===== src/rtl/can_acf_pkg.sv =====
// Shared types and defaults for the CAN acceptance-filter controller.
package can_acf_pkg;

  localparam int DEF_NUM_AF = 4;
  localparam int DEF_ID_W   = 32;

  // Value the masked XOR must equal for a slot to match.
  localparam int COMPARE = 0;

  localparam logic CFG_SEL_MASK = 1'b0;
  localparam logic CFG_SEL_ID   = 1'b1;

  typedef enum logic [1:0] {
    ST_IDLE  = 2'd0,
    ST_SCAN  = 2'd1,
    ST_WRITE = 2'd2
  } acf_state_e;

endpackage


===== src/rtl/can_acf_match.sv =====
// Single-slot ID/mask compare: bits set in afmr must agree between id and afir.
module can_acf_match
  import can_acf_pkg::*;
#(
  parameter int ID_W = DEF_ID_W
) (
  input  logic [ID_W-1:0] id,
  input  logic [ID_W-1:0] afir,
  input  logic [ID_W-1:0] afmr,
  output logic            match
);

  assign match = (((id ^ afir) & afmr) == ID_W'(COMPARE));

endmodule


===== src/rtl/can_acf_ctrl.sv =====
// CAN acceptance-filter controller: scans ID/mask slots one per cycle and
// forwards accepted IDs to the RX FIFO.
module can_acf_ctrl
  import can_acf_pkg::*;
#(
  parameter  int NUM_AF = DEF_NUM_AF,
  parameter  int ID_W   = DEF_ID_W,
  localparam int IDX_W  = (NUM_AF > 1) ? $clog2(NUM_AF) : 1
) (
  input  logic              i_sys_clk,
  input  logic              i_reset,
  input  logic [NUM_AF-1:0] i_uaf,
  input  logic              i_cfg_wr,
  input  logic              i_cfg_sel,
  input  logic [IDX_W-1:0]  i_cfg_idx,
  input  logic [ID_W-1:0]   i_cfg_data,
  output logic              o_cfg_err,
  input  logic              i_rx_valid,
  input  logic [ID_W-1:0]   i_rx_id,
  output logic              o_rx_ready,
  output logic              o_fifo_wr,
  output logic [ID_W-1:0]   o_fifo_id,
  output logic [IDX_W-1:0]  o_fifo_hit,
  output logic              o_fifo_all,
  input  logic              i_fifo_full,
  output logic              o_acfbsy,
  output logic              o_rej,
  output logic              o_ovf
);

  acf_state_e        state;
  logic [IDX_W-1:0]  idx;
  logic [ID_W-1:0]   afmr [NUM_AF];
  logic [ID_W-1:0]   afir [NUM_AF];
  logic [ID_W-1:0]   id_q;
  logic [NUM_AF-1:0] uaf_q;
  logic [IDX_W-1:0]  hit_q;
  logic              all_q;
  logic [ID_W-1:0]   last_id;
  logic [IDX_W-1:0]  last_hit;
  logic              last_all;
  logic              busy;
  logic              cfg_err;

  logic slot_match;
  logic slot_hit;
  logic last_slot;
  logic in_write;
  logic fifo_wr;

  can_acf_match #(.ID_W(ID_W)) u_match (
    .id    (id_q),
    .afir  (afir[idx]),
    .afmr  (afmr[idx]),
    .match (slot_match)
  );

  assign slot_hit  = slot_match && uaf_q[idx];
  assign last_slot = (idx == IDX_W'(NUM_AF - 1));

  always_ff @(posedge i_sys_clk) begin
    if (i_reset) begin
      state    <= ST_IDLE;
      idx      <= '0;
      afmr     <= '{default: '0};
      afir     <= '{default: '0};
      id_q     <= '0;
      uaf_q    <= '0;
      hit_q    <= '0;
      all_q    <= 1'b0;
      last_id  <= '0;
      last_hit <= '0;
      last_all <= 1'b0;
      busy     <= 1'b0;
      cfg_err  <= 1'b0;
    end else begin
      cfg_err <= 1'b0;
      // Writes are only safe while no message can be looking at the slot.
      if (i_cfg_wr) begin
        if (state == ST_IDLE && !i_uaf[i_cfg_idx]) begin
          if (i_cfg_sel == CFG_SEL_ID) afir[i_cfg_idx] <= i_cfg_data;
          else                         afmr[i_cfg_idx] <= i_cfg_data;
        end else begin
          cfg_err <= 1'b1;
        end
      end

      case (state)
        ST_IDLE: begin
          if (i_rx_valid) begin
            id_q  <= i_rx_id;
            uaf_q <= i_uaf;
            idx   <= '0;
            hit_q <= '0;
            busy  <= 1'b1;
            if (i_uaf == '0) begin
              all_q <= 1'b1;
              state <= ST_WRITE;
            end else begin
              all_q <= 1'b0;
              state <= ST_SCAN;
            end
          end
        end
        ST_SCAN: begin
          if (slot_hit) begin
            hit_q <= idx;
            state <= ST_WRITE;
          end else if (last_slot) begin
            busy  <= 1'b0;
            state <= ST_IDLE;
          end else begin
            idx <= idx + 1'b1;
          end
        end
        ST_WRITE: begin
          if (!i_fifo_full) begin
            last_id  <= id_q;
            last_hit <= hit_q;
            last_all <= all_q;
          end
          busy  <= 1'b0;
          state <= ST_IDLE;
        end
        default: begin
          busy  <= 1'b0;
          state <= ST_IDLE;
        end
      endcase
    end
  end

  // Pulses decode the registered state; reset masks them within the same cycle
  // so an aborted message never reaches the FIFO.
  assign in_write   = (state == ST_WRITE) && !i_reset;
  assign fifo_wr    = in_write && !i_fifo_full;
  assign o_fifo_wr  = fifo_wr;
  assign o_ovf      = in_write && i_fifo_full;
  assign o_rej      = (state == ST_SCAN) && last_slot && !slot_hit && !i_reset;
  assign o_rx_ready = (state == ST_IDLE) && !i_reset;
  assign o_acfbsy   = busy && !i_reset;
  assign o_cfg_err  = cfg_err && !i_reset;

  assign o_fifo_id  = i_reset ? '0   : (fifo_wr ? id_q  : last_id);
  assign o_fifo_hit = i_reset ? '0   : (fifo_wr ? hit_q : last_hit);
  assign o_fifo_all = i_reset ? 1'b0 : (fifo_wr ? all_q : last_all);

endmodule


===== config.mk =====
export PLATFORM = sky130hd
export DESIGN_NAME = can_acf_ctrl
export DESIGN_NICKNAME = d
export VERILOG_FILES = /design/src/rtl/can_acf_pkg.sv /design/src/rtl/can_acf_match.sv /design/src/rtl/can_acf_ctrl.sv
export SDC_FILE = /design/constraint.sdc
export NUM_CORES = 1
export LEC_CHECK = 0
export CORE_UTILIZATION = 45
export DETAILED_ROUTE_END_ITERATION = 10
export GPL_TIMING_DRIVEN = 0
export PLACE_DENSITY = 0.71
export SLEW_MARGIN = 20
export SYNTH_ARGS = -nofsm -noshare
export SYNTH_HDL_FRONTEND = slang
export SYNTH_SLANG_ARGS = --single-unit

===== constraint.sdc =====
create_clock -name i_sys_clk -period 3.4 [get_ports i_sys_clk]
set_input_delay 1.02 -clock i_sys_clk [delete_from_list [all_inputs] [get_ports i_sys_clk]]
set_output_delay 1.02 -clock i_sys_clk [all_outputs]
set_load 0.01 [all_outputs]

# Yosys cells after proc, flatten, opt, wreduce, memory -nomap -nowiden

Cells that the tools add are included.

Bits in registers: 336
Bits of input ports: 76
Output and inout port bits: 41
Word-level logic and storage cells: 107

Add/subtract/negate cells: 1
Order comparisons: 5
Equal/unequal tests: 9
Mux-type cells: 37
Bitwise operators: 7
Reductions and logical operators: 29

Operators with widths:

| cell               | count |
|---|---|
| $bwmux 128         | 2 |
| $mux 32            | 7 |
| $bmux 32 s2        | 2 |
| $demux 32 s2       | 1 |
| $and 32x32->32     | 1 |
| $logic_not 32->1   | 1 |
| $xor 32x32->32     | 1 |
| $mux 2             | 10 |
| $logic_and 1x1->1  | 12 |
| $pmux 2 s2         | 3 |
| $reduce_and 3->1   | 4 |
| $ne 2x2->1 const B | 5 |
| $mux 1             | 9 |
| $ge 3x3->1 const B | 2 |
| $lt 2x3->1 const B | 2 |
| $not 2->3          | 2 |
| $reduce_and 2->1   | 3 |
| $bmux 1 s2         | 2 |
| $eq 2x2->1 const B | 2 |
| $logic_not 1->1    | 4 |
| $logic_not 4->1    | 1 |
| $reduce_and 4->1   | 1 |
| $lt 3x1->1 const B | 1 |
| $ne 3x3->1 const B | 1 |
| 7 further kinds    | 9 |

# Depth between registers and ports, before layout

Gate-level depths: netlist (run 1).

Depth after elaboration: 11
Mapped depth: 10

# By module

A second synthesis (run 1) with hierarchy kept.

Cell total of the unflattened synthesis: 1703
Area, all modules: 14203.6 um2

Modules (own cells, without submodules):

| module        | times used | cells an instance | area an instance (um2) | sequential area each (um2) |
|---|---|---|---|---|
| can_acf_ctrl  | 1          | 1650              | 13765.7                | 6726.5 |
| can_acf_match | 1          | 53                | 437.9                  | 0.0 |

# Worst setup path after synthesis (run 1)

Ideal clock, no wire load.

Path type: input-to-output
Start: input port i_fifo_full
End: output port o_fifo_id[7]
Arrival: 2.056 ns
Data required time: 2.380 ns
Slack: 0.324 ns
Stages on the path: 6
Buffers on the path: 2
Cells stage by stage: inv_1 > and3_1 > clkbuf_1 > clkbuf_1 > nand2_1 > a21oi_1

Cells in the longest elaborated chain, start to end: 4

Ends and longest elaborated chain:

| item                  | RTL line            | text |
|---|---|---|
| start, declared       | can_acf_ctrl.sv:25  | `input logic i_fifo_full,` |
| $logic_not 1->1       | can_acf_ctrl.sv:136 | `assign fifo_wr = in_write && !i_fifo_full;` |
| $logic_and 1x1->1     | can_acf_ctrl.sv:136 |  |
| $mux 32 (2 in series) | can_acf_ctrl.sv:144 | `assign o_fifo_id = i_reset ? '0 : (fifo_wr ? id_q : last_id);` |
| end, declared         | can_acf_ctrl.sv:22  | `output logic [ID_W-1:0] o_fifo_id,` |

No other way between the ends.

# Final worst setup path (run 1)

Start: register id_q[8]
End: output port o_rej

Cells in the longest elaborated chain, start to end: 7

Ends and longest elaborated chain:

| item                            | RTL line            | text |
|---|---|---|
| start, declared                 | can_acf_ctrl.sv:35  | `logic [ID_W-1:0] id_q;` |
| start signal, assigned          | can_acf_ctrl.sv:91  | `id_q <= i_rx_id;` |
| $xor 32x32->32                  | can_acf_match.sv:13 | `assign match = (((id ^ afir) & afmr) == ID_W'(COMPARE));` |
| $and 32x32->32                  | can_acf_match.sv:13 |  |
| $logic_not 32->1                | can_acf_match.sv:13 |  |
| $logic_and 1x1->1               | can_acf_ctrl.sv:58  | `assign slot_hit = slot_match && uaf_q[idx];` |
| $logic_not 1->1                 | can_acf_ctrl.sv:139 | `assign o_rej = (state == ST_SCAN) && last_slot && !slot_hit && !i_reset;` |
| $logic_and 1x1->1 (2 in series) | can_acf_ctrl.sv:139 |  |
| end, declared                   | can_acf_ctrl.sv:27  | `output logic o_rej,` |

No other way between the ends.

==> out/qor.yml, run 1 <==
status: "finished with violations"
violations: "negative setup slack"
finalSetupViolCount: 1
ir_drop_v: 0.0003268
hold_class: "reg -> reg"
async_reset_ff_share_pct: 0
routed-wl-met3_um: 4959
grt_usage_pct: 29.99
place.detailed.hpwl_um: 36030
grt_pass1_wl_um: 74860
drt-total-wl_um: 49990
io_buffers: 81
clockBufferDepth: 3
synth-xor-area-share_pct: 6.392
clock_latency_ps: 520
yosys.area_share.simple_pct: 21.40
cellLeakagePower_nw: 6.493
rsz0062_at_grt: "true"
die_h_um: 180.8
cp_data_required_time_ps: 2380
skew_ps: 12.77
synth_compound_area_share_pct: 16.74
path_cells: "xor2_1 -> a222oi_1 -> a31oi_1 -> nor3_2 -> a21oi_2 -> a21oi_2 -> nor4_2 -> buf_2"
clk_root_buffer_cell: "clkbuf_16"
htree_levels: 2
final_cell_mix: "nand2_1 (621), a21oi_1 (335), dfxtp_1 (315)"
drive_gt1_share_pct: 12.31
via_per_inst: 5.700
antenna_found_initial: 1
synth_edf_count: 0
cp-end-kind: "output pin"
path_clk_slew_ps: 60
min_period_ps: 3760
initial_core_util_pct: 45.71
grt_pass1_vias: 12810
syn_inst: 1846
fin_nets: 2029
dieArea_um2: 32690
drt_iter0_markers: 1285
dr.max_layer_used: "met4"
critPathMaxStageDelay_ps: 590
yosysWarnings: 0
synth-main-ff-cell: "dfxtp_1"
synth_top_family_by_area: "simple AND/OR/NAND/NOR gates"
met2_length_um: 22210
firstDrtPassIters: 6
antenna_left: 0
rows: 65
place_area_um2: 15700
syn_area_um2: 14390
dp_worst_setup_slack_ps: -957.6
num_io_pins: 117
synthAdderAreaFrac_pct: 0.08696
core_area_um2: 31470
crit_path_frequent_cell: "a21oi_2"
critPathSlowestCell: "dfxtp_1"
fin_crit_sh_pct: 110.6
startpoint_type: "flip-flop"
clock.fmax_mhz: 265.9
drc: 0
whs_ps: 456.5
cts_tree: "done"
fp.dieW_um: 180.8
slew_violations: 0
seq_area_frac_synth_pct: 46.75
gp_congestion: 0.9885
grt_max_degree: 14
setup.worst_path.class: "reg -> out"
worst_pin_slew_ps: 804.5
num_vias: 13550
maxSlewHeadroom_pct: 46.37
muxShareOfSynthArea_pct: 2.678
design_area_um2: 17090
holdBufCountCts: 0
cts_num_sinks: 336
overflow: 0
yosysUniqueCellTypes: 62
worstPathArrival_ps: 2740
wl_met1_um: 20100
p_per_area_nw_per_um2: 531.6
fin_ws_ps: -360.3
yosys_register_bits: 336
syn2layout_area_growth_pct: 18.81
cap_viol_max_count: 0
numCtsBuffers: 36
cp_max_fo: 6
hold_viol_final: 0
syn-num-nets: 1923
final_common_cell: "nand2_1"
avgRoutedWirePerCell_um: 21.03
syn_avg_cell_area_um2: 7.794
==> routing by layer <==
layer	GRT usage [%]	vias up
met3	5.644	153
met5	0	-
met2	47.38	693
li1	-	6297
met1	38.85	6405
met4	15.90	0
==> stage by stage <==
step	total power, mW	TNS, ps	util [%]	cells
final	9.086	-360.3	54.31	2377
after global routing	9.299	-389.3	54.31	2377
after CTS	9.053	-258.0	54.32	2375
after detailed placement	5.113	-42200	49.89	2329
after global placement	5.100	-35700	49.89	2329
after floorplan	4.715	0	-	1846
==> report_power, final <==
part / total [mW] / switching (mW) / internal [mW]
Clock: 3.93 / 1.62 / 2.31
Sequential: 4.18 / 0.155 / 4.03
Combinational: 0.974 / 0.625 / 0.350
==> what timing repair did <==
item	in CTS	in global routing
endpoints found under the setup margin	38	34
endpoints found under the hold margin	0	0
cloned	3	0
gates resized for setup	122	52
pin swaps	12	3
setup buffers	11	2
==> cells in the mapped netlist, types with 4 or more instances <==
master    instances  share of area, %
nand2_1         622                16
a21oi_1         349                12
dfxtp_1         336                47
clkbuf_1        107               2.8
xor2_1          105               6.4
buf_2            63               2.2
nor2_1           42               1.1
mux2i_1          34               2.4
a22oi_1          30               1.6
nand3_1          17              0.59
nand3b_1         15              0.78
inv_1            10              0.26
a221oi_1          7              0.43
buf_6             7              0.55
o21ai_0           7              0.24
and2_1            6              0.26
nand4_1           6              0.26
nor2b_1           6              0.26
a41oi_1           5              0.30
and3_1            5              0.22
nand2b_1          5              0.22
a222oi_1          4              0.28
==> sequential cells by signal (all words and copies together) (netlist names) <==
| signal | cells |
|---|---|
| afir | 128 |
| afmr | 128 |
| id_q | 32 |
| last_id | 32 |
| uaf_q | 4 |
| hit_q | 2 |
| idx | 2 |
| last_hit | 2 |
| state | 2 |
| all_q | 1 |
| busy | 1 |
| cfg_err | 1 |
| last_all | 1 |
==> final timing paths <==
kind                 start  endpoint  slack (ps)  depth (start not counted)
setup / recovery   id_q[8]     o_rej        -360                          8
hold / removal    afmr[59]  afmr[59]         460                          2
setup reg to reg    idx[0]    idx[1]         670                         10
hold reg to reg   afmr[59]  afmr[59]         460                          2
==> critical path: cells and delay by family, from the launching register on <==
kind,cells,cell delay (ps)
AOI/OAI and AO/OA,4,880
xor gates and xnor gates,1,170
buffers and inverters,1,160
DFF,1,590
and+or+nand+nor,2,400
==> layout make-up <==
class                   instances  area [um2]
multi-input cells            1319        6948
clock inverters                11       115.1
flip-flops and latches        336        6755
clock buffers                  49        1051
repair buffers                 97       860.8
plain buffers                 151       812.0
inverters                      11       46.29
well taps                     402       503.0
fillers                      2928       14380
diodes                          1       2.502
==> logic make-up (layout without fill, tap and decap cells) <==
group,count (synthesis),count (layout)
XOR/XNOR,105,105
other,0,1
flip-flops,336,336
adder cells (fa/ha/maj),1,1
AO/OA/AOI/OAI,428,428
multiplexers,37,37
AND/OR/NAND/NOR,748,748
buffers and inverters,191,319
Note: power is estimated with default switching activity, not from simulation.
==> run 2: changes to the inputs <==
--- a/config.mk
+++ b/config.mk
@@ -5,9 +5,10 @@
 export SDC_FILE = /design/constraint.sdc
 export NUM_CORES = 1
 export LEC_CHECK = 0
+export CORE_ASPECT_RATIO = 1.1
 export CORE_UTILIZATION = 45
 export DETAILED_ROUTE_END_ITERATION = 10
-export GPL_TIMING_DRIVEN = 0
+export GPL_TIMING_DRIVEN = 1
 export PLACE_DENSITY = 0.71
 export SLEW_MARGIN = 20
 export SYNTH_ARGS = -nofsm -noshare
==> run 2 against run 1 <==
- the run still ends with negative setup slack left
- maximum frequency up 1.7%
- worst hold slack worse by 1.8 ps
- sequential cell count unchanged
- largest power group unchanged
- highest routed layer unchanged
==> out/qor.yml, run 2 (same netlist as run 1, synthesis figures left out) <==
cts_num_sinks: 336
fill_cells: 2775
firstDrtPassIters: 5
num_vias: 13130
finalSetupViolCount: 3
die_h_um: 189.5
ir_drop_v: 0.0004415
worst_pin_slew_ps: 1010
worstPathArrival_ps: 2680
fin_nets: 2035
dp_worst_setup_slack_ps: -454.2
fin_ws_ps: -298.2
critical_path.top_delay_family: "simple AND/OR/NAND/NOR gates"
min_period_ps: 3698
dieArea_um2: 32690
avgRoutedWirePerCell_um: 18.66
fp.dieW_um: 172.5
cts_tree: "done"
path_clk_slew_ps: 60
met1_usage_pct: 34.36
startpoint_type: "flip-flop"
skew_ps: 8.820
drc: 0
cellLeakagePower_nw: 6.757
multi_input_area_um2: 6919
critPathMaxStageDelay_ps: 350
io_buffers: 116
rsz0062_at_grt: "true"
setup.worst_path.class: "reg -> out"
whs_ps: 454.6
top_regs: "afir x128, afmr x128"
numCtsBuffers: 31
final_cell_mix: "nand2_1 (622), a21oi_1 (345), dfxtp_1 (328)"
drt-total-wl_um: 44840
status: "finished with violations"
critPathSlowestCell: "dfxtp_2"
gp_congestion: 0.8518
violations: "negative setup slack"
r2r_start: "id_q[20]"
finalPower_mw: 8.685
antenna_found_initial: 1
cp_max_fo: 3
crit_buf_inv: 2
num_io_pins: 117
grt_busiest_layer: "met2"
hold_class: "reg -> reg"
utilization_pct: 56.62
gr-usage-met3_pct: 3.204
initial_core_util_pct: 45.83
maxSlewHeadroom_pct: 32.69
drive_gt1_share_pct: 12.06
htree_levels: 1
p_per_area_nw_per_um2: 488.5
holdBufCountCts: 0
grt_usage_pct: 27.25
clk_root_buffer_cell: "clkbuf_16"
clock_latency_ps: 560
fin_crit_sh_pct: 108.8
hp-start: "afmr[108]"
slew_violations: 0
grt_pass1_vias: 12480
core_area_um2: 31400
cap_viol_max_count: 0
syn2layout_area_growth_pct: 23.56
regArea_um2: 6736
place.detailed.hpwl_um: 29460
cp_data_required_time_ps: 2380
grt_pass1_wl_um: 68840
rows: 68
startpoint: "id_q[24]"
clock.fmax_mhz: 270.4
drt_iter0_markers: 1221
overflow: 0
cp-end-kind: "output pin"
path_cells: "buf_4 -> xor2_1 -> a221oi_2 -> a41oi_2 -> nor3_2 -> nand4_1 -> a21oi_2 -> nor4_2 -> buf_2"
clockBufferDepth: 3
antenna_left: 0
grt_max_degree: 109
via_per_inst: 5.464
hold_viol_final: 0
met2_usage_pct: 46.25
final_common_cell: "nand2_1"
run 2: cell count changes in the layout (fill, tap and decap cells not counted), moves of 13 or more:
cell / delta
buf_12: +25
buf_2: -61
buf_4: +97
clkbuf_1: -59
clkbuf_2: -21
clkdlybuf4s50_1: +34
dfxtp_1: +13
run 2: where the power goes:
part / leakage (nW) / switching [mW] / internal (mW) / total, mW
clock network: 0.493 / 1.50 / 1.96 / 3.46
registers: 2.72 / 0.0961 / 4.02 / 4.12
logic: 3.55 / 0.622 / 0.480 / 1.10
run 2: worst paths after layout:
path	endpoint	slack [ps]	cells after the start
worst max-delay path	o_rej	-300	9
worst max register to register	idx[0]	-140	20
worst min register to register	afmr[108]	450	2
worst min-delay path	afmr[108]	450	2
run 2: per-layer routing:
metal  vias to the layer above  part of all wire, %
li1                       6290                    -
met1                      6202                   40
met2                       528                   48
met3                       110                  7.7
met4                         0                  4.4
met5                         -                    0
run 2: per-stage QoR:
step / cells / setup TNS (ps) / instance area [um2]
floorplan: 1846 / 0 / 14390
global placement: 2327 / -13550 / 16530
detailed placement: 2327 / -16040 / 16530
CTS: 2400 / -221.8 / 17730
global route: 2403 / -584.6 / 17780
finish: 2403 / -545.1 / 17780
run 2: layout make-up:
cell class / count / area share [%]
Antenna cell: 1 / 0.01408
Clock buffer: 47 / 5.039
Clock inverter: 10 / 0.5771
Inverter: 11 / 0.2323
Multi-Input combinational cell: 1319 / 38.92
Sequential cell: 336 / 37.89
Tap cell: 420 / 2.956
Timing Repair Buffer: 259 / 14.37
run 2: worst register-to-register path: stages (launching register included):
cell,delay (ps)
dfxtp_2,420
xor2_1,210
a22oi_1,90
buf_4,150
a41oi_2,180
nor3_2,90
buf_4,140
buf_4,120
buf_4,120
buf_4,120
buf_4,130
buf_4,130
buf_4,120
buf_4,120
buf_4,120
buf_4,120
buf_4,120
buf_4,120
a41oi_1,320
a21oi_2,160
mux2_2,310
run 2: what timing repair did:
action | 4_1_cts | 5_1_grt
cloned | 1 | 0
pin swaps | 9 | 6
setup buffers | 16 | 1
endpoints found under the hold margin | 0 | 0
endpoints found under the setup margin | 37 | 14
resized for setup | 79 | 18
